$ cat config.mk
export PLATFORM = sky130hd
export DESIGN_NAME = io_bridge_flat
export DESIGN_NICKNAME = d
export VERILOG_FILES = /design/src/rtl/io_bridge_pkg.sv /design/src/rtl/io_bridge_if.sv /design/src/rtl/io_bridge_io_read_mux.sv /design/src/rtl/io_bridge.sv /design/src/flat_wrapper.sv
export SDC_FILE = /design/constraint.sdc
export NUM_CORES = 1
export LEC_CHECK = 0
export ABC_CLOCK_PERIOD_IN_PS = 2000
export BUFFER_PORTS_ARGS = -buffer_cell sky130_fd_sc_hd__buf_2
export CORE_MARGIN = 2
export CORE_UTILIZATION = 39
export CTS_BUF_LIST = sky130_fd_sc_hd__clkbuf_8
export DETAILED_ROUTE_END_ITERATION = 16
export PLACE_DENSITY = 0.82
export SETUP_SLACK_MARGIN = 0.2
export SYNTH_ARGS = -nofsm -noshare
export SYNTH_HDL_FRONTEND = slang
export SYNTH_SLANG_ARGS = --single-unit
$ cat constraint.sdc
create_clock -name clk -period 2 [get_ports clk]
set_clock_uncertainty 0.05 [all_clocks]
set_input_delay 0.1 -clock clk [delete_from_list [all_inputs] [get_ports clk]]
set_output_delay 0.1 -clock clk [all_outputs]
set_load 0.005 [all_outputs]
$ cat src/rtl/io_bridge_pkg.sv
// Shared types and defaults for the core-to-peripheral IO bridge.
package io_bridge_pkg;

    typedef enum logic {
        IDLE = 1'b0,
        WAIT = 1'b1
    } state_t;

    localparam int          CNT_WIDTH         = 8;
    localparam logic [15:0] ERR_VALUE_DEFAULT = 16'hDEAD;
    localparam logic [3:0]  IO_BASE_DEFAULT   = 4'hF;

endpackage

$ cat src/rtl/io_bridge_if.sv
// Core data port, RAM and peripheral channel signals seen by the IO bridge.
interface io_bridge_if #(
    parameter int ADDR_WIDTH = 16,
    parameter int MEM_WIDTH  = 19,
    parameter int IO_WIDTH   = 16,
    parameter int NUM_PORTS  = 4
);
    logic [ADDR_WIDTH-1:0]          core_addr;
    logic                           core_valid;
    logic                           core_write;
    logic [MEM_WIDTH-1:0]           core_wdata;
    logic [MEM_WIDTH-1:0]           core_rdata;
    logic                           core_stall;
    logic                           ram_write;
    logic [MEM_WIDTH-1:0]           ram_rdata;
    logic [NUM_PORTS-1:0]           io_sel;
    logic [11:0]                    io_index;
    logic                           io_read;
    logic                           io_write;
    logic [IO_WIDTH-1:0]            io_wdata;
    logic [NUM_PORTS*IO_WIDTH-1:0]  io_rdata;
    logic [NUM_PORTS-1:0]           io_ready;
    logic                           bus_error;
    logic [3:0]                     err_port;

    // Environment side: core, RAM and peripherals.
    modport master (
        output core_addr, core_valid, core_write, core_wdata, ram_rdata,
               io_rdata, io_ready,
        input  core_rdata, core_stall, ram_write, io_sel, io_index, io_read,
               io_write, io_wdata, bus_error, err_port
    );

    // Bridge side.
    modport slave (
        input  core_addr, core_valid, core_write, core_wdata, ram_rdata,
               io_rdata, io_ready,
        output core_rdata, core_stall, ram_write, io_sel, io_index, io_read,
               io_write, io_wdata, bus_error, err_port
    );
endinterface

$ cat src/rtl/io_bridge_io_read_mux.sv
// Selects one peripheral's read slice and zero-extends it to the core word width.
module io_read_mux #(
    parameter int NUM_PORTS = 4,
    parameter int IO_WIDTH  = 16,
    parameter int MEM_WIDTH = 19,
    parameter int PORT_BITS = 2
) (
    input  logic [NUM_PORTS*IO_WIDTH-1:0] rdata,
    input  logic [PORT_BITS-1:0]          port,
    output logic [MEM_WIDTH-1:0]          data
);

    always_comb begin
        data = '0;
        for (int p = 0; p < NUM_PORTS; p++) begin
            if (32'(port) == p) begin
                data[IO_WIDTH-1:0] = rdata[p*IO_WIDTH +: IO_WIDTH];
            end
        end
    end

endmodule

$ cat src/rtl/io_bridge.sv
// IO window decode, per-channel ready handshake with timeout, and read-data
// return path that matches the one-cycle RAM read latency.
//
// state | meaning
// IDLE  | no access outstanding; zero-wait completions happen here
// WAIT  | IO access stalled, counting cycles until ready or timeout
module io_bridge
    import io_bridge_pkg::*;
#(
    parameter int                ADDR_WIDTH     = 16,
    parameter int                MEM_WIDTH      = 19,
    parameter int                IO_WIDTH       = 16,
    parameter logic [3:0]        IO_BASE        = IO_BASE_DEFAULT,
    parameter int                NUM_PORTS      = 4,
    parameter int                PORT_BITS      = 2,
    parameter int                TIMEOUT_CYCLES = 15,
    parameter logic [IO_WIDTH-1:0] ERR_VALUE    = ERR_VALUE_DEFAULT
) (
    input  logic      clk,
    input  logic      reset,
    io_bridge_if.slave bus
);

    state_t                 state, state_nxt;
    logic [CNT_WIDTH-1:0]   cnt, cnt_nxt;
    logic [PORT_BITS-1:0]   port;
    logic [NUM_PORTS-1:0]   sel;
    logic                   in_io, mapped, ready_sel;
    logic                   complete, is_err, stall;
    logic                   last_was_io, bus_error_q;
    logic [3:0]             err_port_q;
    logic [MEM_WIDTH-1:0]   io_data, mux_data;
    logic                   unused_wdata;

    assign in_io     = bus.core_valid && (bus.core_addr[ADDR_WIDTH-1 -: 4] == IO_BASE);
    assign port      = bus.core_addr[11 -: PORT_BITS];
    assign mapped    = 32'(port) < 32'(NUM_PORTS);
    assign ready_sel = |(sel & bus.io_ready);

    always_comb begin
        sel = '0;
        for (int p = 0; p < NUM_PORTS; p++) begin
            sel[p] = in_io && (32'(port) == p);
        end
    end

    io_read_mux #(
        .NUM_PORTS (NUM_PORTS),
        .IO_WIDTH  (IO_WIDTH),
        .MEM_WIDTH (MEM_WIDTH),
        .PORT_BITS (PORT_BITS)
    ) u_read_mux (
        .rdata (bus.io_rdata),
        .port  (port),
        .data  (mux_data)
    );

    always_comb begin
        state_nxt = state;
        cnt_nxt   = cnt;
        stall     = 1'b0;
        complete  = 1'b0;
        is_err    = 1'b0;
        case (state)
            IDLE: begin
                if (in_io) begin
                    if (!mapped) begin
                        complete = 1'b1;
                        is_err   = 1'b1;
                    end else if (ready_sel) begin
                        complete = 1'b1;
                    end else begin
                        stall     = 1'b1;
                        state_nxt = WAIT;
                        cnt_nxt   = CNT_WIDTH'(1);
                    end
                end
            end
            WAIT: begin
                // A dropped request abandons the access without completing it.
                if (!in_io) begin
                    state_nxt = IDLE;
                    cnt_nxt   = '0;
                end else if (ready_sel) begin
                    complete = 1'b1;
                end else if (cnt == CNT_WIDTH'(TIMEOUT_CYCLES)) begin
                    complete = 1'b1;
                    is_err   = 1'b1;
                end else begin
                    stall   = 1'b1;
                    cnt_nxt = cnt + CNT_WIDTH'(1);
                end
                if (complete) begin
                    state_nxt = IDLE;
                    cnt_nxt   = '0;
                end
            end
            default: begin
                state_nxt = IDLE;
                cnt_nxt   = '0;
            end
        endcase
    end

    always_ff @(posedge clk) begin
        if (reset) begin
            state       <= IDLE;
            cnt         <= '0;
            last_was_io <= 1'b0;
            io_data     <= '0;
            bus_error_q <= 1'b0;
            err_port_q  <= '0;
        end else begin
            state       <= state_nxt;
            cnt         <= cnt_nxt;
            last_was_io <= complete;
            bus_error_q <= complete && is_err;
            if (complete && is_err) begin
                err_port_q <= 4'(port);
            end
            if (complete && !bus.core_write) begin
                io_data <= is_err ? MEM_WIDTH'(ERR_VALUE) : mux_data;
            end
        end
    end

    assign bus.core_stall = stall && !reset;
    assign bus.io_sel     = reset ? '0 : sel;
    assign bus.io_read    = !reset && in_io && mapped && !bus.core_write;
    assign bus.io_write   = !reset && in_io && mapped && bus.core_write;
    assign bus.ram_write  = !reset && bus.core_valid && bus.core_write && !in_io;
    assign bus.io_index   = bus.core_addr[11:0];
    assign bus.io_wdata   = bus.core_wdata[IO_WIDTH-1:0];
    assign bus.core_rdata = last_was_io ? io_data : bus.ram_rdata;
    assign bus.bus_error  = bus_error_q;
    assign bus.err_port   = err_port_q;

    assign unused_wdata = ^bus.core_wdata[MEM_WIDTH-1:IO_WIDTH];

endmodule

$ cat src/flat_wrapper.sv
// flat-port wrapper written by rule: the top's interface ports become plain ports
module io_bridge_flat import io_bridge_pkg::*;
#(
    parameter int                ADDR_WIDTH     = 16,
    parameter int                MEM_WIDTH      = 19,
    parameter int                IO_WIDTH       = 16,
    parameter logic [3:0]        IO_BASE        = IO_BASE_DEFAULT,
    parameter int                NUM_PORTS      = 4,
    parameter int                PORT_BITS      = 2,
    parameter int                TIMEOUT_CYCLES = 15,
    parameter logic [IO_WIDTH-1:0] ERR_VALUE    = ERR_VALUE_DEFAULT
)
  (clk, reset, bus_core_addr, bus_core_valid, bus_core_write, bus_core_wdata, bus_ram_rdata, bus_io_rdata, bus_io_ready, bus_core_rdata, bus_core_stall, bus_ram_write, bus_io_sel, bus_io_index, bus_io_read, bus_io_write, bus_io_wdata, bus_bus_error, bus_err_port);
  io_bridge_if #(.ADDR_WIDTH(ADDR_WIDTH), .MEM_WIDTH(MEM_WIDTH), .IO_WIDTH(IO_WIDTH), .NUM_PORTS(NUM_PORTS)) bus_i ();
  input  logic clk;
  input  logic reset;
  input wire logic [$bits(bus_i.core_addr)-1:0] bus_core_addr;
  input wire logic [$bits(bus_i.core_valid)-1:0] bus_core_valid;
  input wire logic [$bits(bus_i.core_write)-1:0] bus_core_write;
  input wire logic [$bits(bus_i.core_wdata)-1:0] bus_core_wdata;
  input wire logic [$bits(bus_i.ram_rdata)-1:0] bus_ram_rdata;
  input wire logic [$bits(bus_i.io_rdata)-1:0] bus_io_rdata;
  input wire logic [$bits(bus_i.io_ready)-1:0] bus_io_ready;
  output wire logic [$bits(bus_i.core_rdata)-1:0] bus_core_rdata;
  output wire logic [$bits(bus_i.core_stall)-1:0] bus_core_stall;
  output wire logic [$bits(bus_i.ram_write)-1:0] bus_ram_write;
  output wire logic [$bits(bus_i.io_sel)-1:0] bus_io_sel;
  output wire logic [$bits(bus_i.io_index)-1:0] bus_io_index;
  output wire logic [$bits(bus_i.io_read)-1:0] bus_io_read;
  output wire logic [$bits(bus_i.io_write)-1:0] bus_io_write;
  output wire logic [$bits(bus_i.io_wdata)-1:0] bus_io_wdata;
  output wire logic [$bits(bus_i.bus_error)-1:0] bus_bus_error;
  output wire logic [$bits(bus_i.err_port)-1:0] bus_err_port;
  assign bus_i.core_addr = bus_core_addr;
  assign bus_i.core_valid = bus_core_valid;
  assign bus_i.core_write = bus_core_write;
  assign bus_i.core_wdata = bus_core_wdata;
  assign bus_i.ram_rdata = bus_ram_rdata;
  assign bus_i.io_rdata = bus_io_rdata;
  assign bus_i.io_ready = bus_io_ready;
  assign bus_core_rdata = bus_i.core_rdata;
  assign bus_core_stall = bus_i.core_stall;
  assign bus_ram_write = bus_i.ram_write;
  assign bus_io_sel = bus_i.io_sel;
  assign bus_io_index = bus_i.io_index;
  assign bus_io_read = bus_i.io_read;
  assign bus_io_write = bus_i.io_write;
  assign bus_io_wdata = bus_i.io_wdata;
  assign bus_bus_error = bus_i.bus_error;
  assign bus_err_port = bus_i.err_port;
  io_bridge #(.ADDR_WIDTH(ADDR_WIDTH), .MEM_WIDTH(MEM_WIDTH), .IO_WIDTH(IO_WIDTH), .IO_BASE(IO_BASE), .NUM_PORTS(NUM_PORTS), .PORT_BITS(PORT_BITS), .TIMEOUT_CYCLES(TIMEOUT_CYCLES), .ERR_VALUE(ERR_VALUE)) u_core (.clk(clk), .reset(reset), .bus(bus_i));
endmodule
Word level (Yosys, flattened, before mapping)

Index checks and enable logic that the tools add are counted.

Magnitude comparators: 0
Eq/ne operators: 9
Div/mod/pow operators: 0
Muxes and demuxes: 33
Reductions and logical operators: 20
Bitwise logic cells: 2
Add/subtract/negate cells: 1
Shifts and indexed selects: 0
Multiply operators: 0

Operators by type and width:

| kind                                                                   | number |
|---|---|
| 16-bit 2-to-1 mux                                                      | 5 |
| 8-bit 2-to-1 mux                                                       | 6 |
| 19-bit 2-to-1 mux                                                      | 1 |
| 8-bit case mux with 2 select lines                                     | 1 |
| 1-bit 2-to-1 mux                                                       | 15 |
| 1-bit logical AND                                                      | 14 |
| 8-bit by 1-bit adder with 8-bit output (second input constant)         | 1 |
| 8-bit by 4-bit equality test with 1-bit output (second input constant) | 1 |
| 4-bit != test (second input constant)                                  | 2 |
| 1-bit case mux with 2 select lines                                     | 4 |
| 4-bit AND                                                              | 1 |
| 2-bit equality test (second input constant)                            | 2 |
| 4-bit equality test (second input constant)                            | 1 |
| 4-bit 2-to-1 mux                                                       | 1 |
| 4-bit AND reduction                                                    | 1 |
| 4-bit OR reduction                                                     | 1 |
| 1-bit zero test                                                        | 3 |
| 2-bit by 1-bit equality test with 1-bit output (second input constant) | 1 |
| 2-bit zero test                                                        | 1 |
| 2-bit by 1-bit != test with 1-bit output (second input constant)       | 1 |
| 2-bit != test (second input constant)                                  | 1 |
| 1-bit NOT                                                              | 1 |

Bits in latches: 0
Input port bits: 126
Bits in registers: 32
Memories kept: 0
Memory bits (read-only): 0
Memory bits (writable): 0

Longest topological paths before layout

Depth in word-level cells: 10
Depth in mapped cells: 6
Mapped depth without buffers: 5

By module

Synthesis repeated with hierarchy kept, for this count alone.

Cell total of the unflattened synthesis: 226
Area total of the unflattened synthesis: 2307.2 µm²

Modules (own cells, without submodules):

| module      | cells each | times used | area an instance (µm²) | seq. area each (µm²) |
|---|---|---|---|---|
| io_bridge   | 202        | 1          | 1856.8                 | 640.6 |
| io_read_mux | 24         | 1          | 450.4                  | 0.0 |

Worst setup path after synthesis

Ideal clock, no wire load.

Path kind: reg2reg
From: register u_core.cnt[0]
To: register u_core.io_data[0]
Period minus slack after synthesis: 1631 ps
Arrival time: 1463 ps
Cell stages (with the launch flop): 7
Setup slack: 369 ps
Buffers on the path: 1
Required time: 1831 ps
Cell sequence: dfxtp_1 -> ha_1 -> and3_1 -> a31oi_4 -> nor2_2 -> buf_6 -> o221a_1

Longest elaborated chain between the ends: 7

Ends and longest elaborated chain:

| element                                          | line             | text |
|---|---|---|
| start: declaration                               | io_bridge.sv:25  | `logic [CNT_WIDTH-1:0] cnt, cnt_nxt;` |
| start signal: assignment                         | io_bridge.sv:115 | `cnt <= cnt_nxt;` |
| 8-bit by 4-bit equality test with 1-bit output * | io_bridge.sv:86  | `end else if (cnt == CNT_WIDTH'(TIMEOUT_CYCLES)) begin` |
| 1-bit 2-to-1 mux *                               | io_bridge.sv:86  |  |
| 1-bit 2-to-1 mux                                 | io_bridge.sv:84  | `end else if (ready_sel) begin` |
| 1-bit 2-to-1 mux                                 | io_bridge.sv:81  | `if (!in_io) begin` |
| 1-bit 2-to-1 mux                                 | io_bridge.sv:64  | `case (state)` |
| 1-bit case mux with 2 select lines               | io_bridge.sv:64  |  |
| 1-bit logical AND                                | io_bridge.sv:121 | `if (complete && !bus.core_write) begin` |
| end signal: assignment                           | io_bridge.sv:122 | `io_data <= is_err ? MEM_WIDTH'(ERR_VALUE) : mux_data;` |
| end: declaration                                 | io_bridge.sv:32  | `logic [MEM_WIDTH-1:0] io_data, mux_data;` |

Every way passes the cells marked *; elsewhere a longest branch is shown, timed or not. The select of a mux whose other input is x is not followed.
A chain may end at the register's enable or synchronous reset.

Worst setup path in the final report

From: register u_core.cnt[0]
To: output bus_core_stall

Longest elaborated chain between the ends: 6

Ends and longest elaborated chain:

| element                                        | line               | text |
|---|---|---|
| 8-bit by 4-bit equality test with 1-bit output | io_bridge.sv:86    |  |
| 1-bit 2-to-1 mux                               | io_bridge.sv:86    |  |
| 1-bit 2-to-1 mux                               | io_bridge.sv:84    |  |
| 1-bit 2-to-1 mux                               | io_bridge.sv:81    |  |
| 1-bit case mux with 2 select lines             | io_bridge.sv:64    |  |
| 1-bit logical AND                              | io_bridge.sv:127   | `assign bus.core_stall = stall && !reset;` |
| end: declaration                               | flat_wrapper.sv:25 | `output wire logic [$bits(bus_i.core_stall)-1:0] bus_core_stall;` |

No other way between the ends.

==> impl_metrics.yaml <==
run_status:
  status: "finished clean"
clock_tree:
  clk_latency_ns: 0.28
  cts_root_buf: "clkbuf_8"
  cts_buffer_depth: 2
  cts_max_level: 2
  clk_pin_slew_ns: 0.06
  clock-sinks: 29
  hold_buffers: 0
  cts_tree: "built"
  numCtsBuffers: 5
placed_design:
  place.gp.congestion: 0.856
  place_hpwl_um: 4790
  port_buffers: 128
drt:
  routed_wl_um: 6110
  m1WireLength_um: 2350
  ant_nets: 0
  highest_layer: "met4"
  vias_per_cell: 5.33
  drc: 0
  wl_per_cell_um: 16.2
  met3_length_um: 472
  drtIter0Drc: 81
  vias: 2003
  first_pass_iters: 4
  wl_met2_um: 3130
grt:
  grt-ovfl-total: 0
  grt_pass1_wl_um: 8940
  grt_max_degree: 23
  grt_pass1_vias: 1912
  antenna_found_initial: 0
  grt_use_total: 0.185
cells_and_area:
  drive_gt1_frac: 0.611
  fin_nets: 432
  fillers: 487
  final_util: 0.536
  antenna_cells: 0
  area_delta_synth_final_pct: 30.2
synthesis:
  synth_compound_area_frac: 0.162
  synth_xor_area_frac: 0.00817
  yosys_warnings: 0
  yosys.area.top_type: "dfxtp_1"
  synth_edf_count: 0
  yosysTopAreaCellShare: 0.271
  synth_top_family_by_area: "multiplexers"
  ys.flop_type: "dfxtp_1"
  async_reset_ff_frac: 0
  netlist_instances: 204
  synthDistinctLibCells: 41
  synthMuxAreaShare: 0.264
  synthAdderAreaFrac: 0.00584
  ys_seq_area_frac: 0.271
  synth_area_um2: 2140
  yosys_register_bits: 29
  synth_area_leaders: "dfxtp_1 (27%), mux4_2 (17%), buf_4 (11%)"
  synth.avg_cell_area_um2: 10.5
  yosys.area_share.simple: 0.149
timing:
  fin_tns_setup_ns: 0
  drv_slew: 0
  period_share: 0.861
  rsz0062_at_grt: "false"
  setup_viol: 0
  timing.hold.ws_ns: 0.0928
  finalWorstPathRequiredPeriod_ns: 1.72
  tightest_slew_ns: 0.506
  hold_viol: 0
  max_freq_ghz: 0.580
  slew_headroom: 0.662
pwr:
  ir_drop_mv: 0.270
  p_per_area_nw_per_um2: 569
  leakagePower_nw: 1.25
die:
  core_area_um2: 5200
  rows: 26
  die_area_um2: 6100
  floorplan.die.width_um: 78.1
  die_y_um: 78.1
  io_pins: 186
  start_util: 0.412
worst_hold_path:
  min_from: "bus_core_valid"
  holdPathStages: 3
  worstHoldEndpoint: "u_core.bus.bus_error"
  hold_path_class: "in2reg"
setup_path:
  arrival_ns: 1.57
  cp_max_fo: 6
  worst-setup-path-type: "reg2out"
  critPathRequiredTime_ns: 1.85
  rrSetupSlack_ns: 0.32
  rr_endpoint: "u_core.io_data[15]"
  critPathLaunchType: "flip-flop"
  reg2reg_depth: 6
  critPathCaptureType: "primary output"
  rr_startpoint: "u_core.cnt[0]"
  crit_start: "u_core.cnt[0]"
flow_run:
  maxCapViolCount: 0
==> cell type report <==
class	count	area, µm²	share of cell area
sequential	29	583	0.209
clock buffer	5	68.8	0.0247
timing repair buffer	136	701	0.251
multi-input combinational	131	1280	0.458
clock inverter	3	65.1	0.0233
inverter	2	7.51	0.00269
tap	70	87.6	0.0314
==> routing by layer <==
layer,GRT usage,vias to the layer above
li1,-,956
met1,0.212,929
met2,0.319,104
met3,0.0540,14
met4,0.0825,0
met5,0,-
==> state kept, by name, indices dropped and copies added, names as in the netlist <==
signal / cells
u_core.io_data: 16
u_core.cnt: 8
u_core.bus.err_port: 2
u_core.bus.bus_error: 1
u_core.last_was_io: 1
u_core.state: 1
==> critical path, stage by stage (launching register included) <==
cell and delay, ns:
dfxtp_2 0.37, ha_2 0.22, and3_4 0.25, and3_1 0.24
nor3_1 0.06, buf_2 0.15
==> cell usage in the layout, fill, tap and decap left out, types with 2 or more instances in the layout <==
cell,count
a2111oi_1,4
a21o_1,5
a21oi_1,7
a22o_1,3
and4_1,3
buf_2,128
buf_4,8
bufinv_16,2
clkbuf_8,5
conb_1,2
dfxtp_1,27
dfxtp_2,2
inv_1,2
mux2_2,16
mux4_2,16
nand2_1,10
nand2b_1,3
nand3_1,8
nand4_1,2
nor2_1,4
nor2b_1,3
nor3_1,4
nor3_2,2
nor3b_1,2
o21ai_0,9
o221a_1,11
or3_1,2
==> kinds of logic after synthesis <==
group | Yosys count
and+or+nand+nor | 51
buffers and inverters | 45
DFF | 29
muxes | 33
other | 1
xor gates and xnor gates | 2
adders and majority gates | 1
AOI/OAI and AO/OA | 42
==> Yosys cell counts (5+ instances only) <==
library cell  number
a21o_1             5
o221a_1           11
nand3_1            8
mux4_2            16
a21oi_1            7
o21ai_0            9
dfxtp_1           29
clkbuf_1           6
buf_4             31
mux2_2            16
nand2_1           10
==> how the worst max path moves through the flow <==
stage,endpoint,cells after the start
2_1_floorplan,u_core.io_data[0],6
3_3_place_gp,u_core.io_data[15],6
3_5_place_dp,u_core.io_data[15],6
4_1_cts,bus_core_stall,5
5_1_grt,bus_core_stall,5
6_report,bus_core_stall,5
==> where the power goes <==
group	leakage (nW)	internal, mW	switching, mW
logic	0.947	0.166	0.112
registers	0.235	0.580	0.00195
clock network	0.0681	0.495	0.232
==> timing repair <==
item / in CTS / in global routing
pin swaps: 0 / 1
gates cloned: 0 / 0
gates resized for setup: 3 / 2
endpoints found under the setup margin: 12 / 2
buffers inserted: 0 / 2
==> per-stage QoR <==
step / power [mW] / worst slack, ns / std cells / instance area [µm²]
2_1_floorplan: 0.779 / 0.369 / 205 / 2150
3_3_place_gp: 0.869 / 0.228 / 366 / 2630
3_5_place_dp: 0.874 / 0.190 / 366 / 2630
4_1_cts: 1.60 / 0.205 / 374 / 2770
5_1_grt: 1.65 / 0.213 / 376 / 2790
6_report: 1.59 / 0.277 / 376 / 2790
Note: power is estimated with default switching activity, not from simulation.
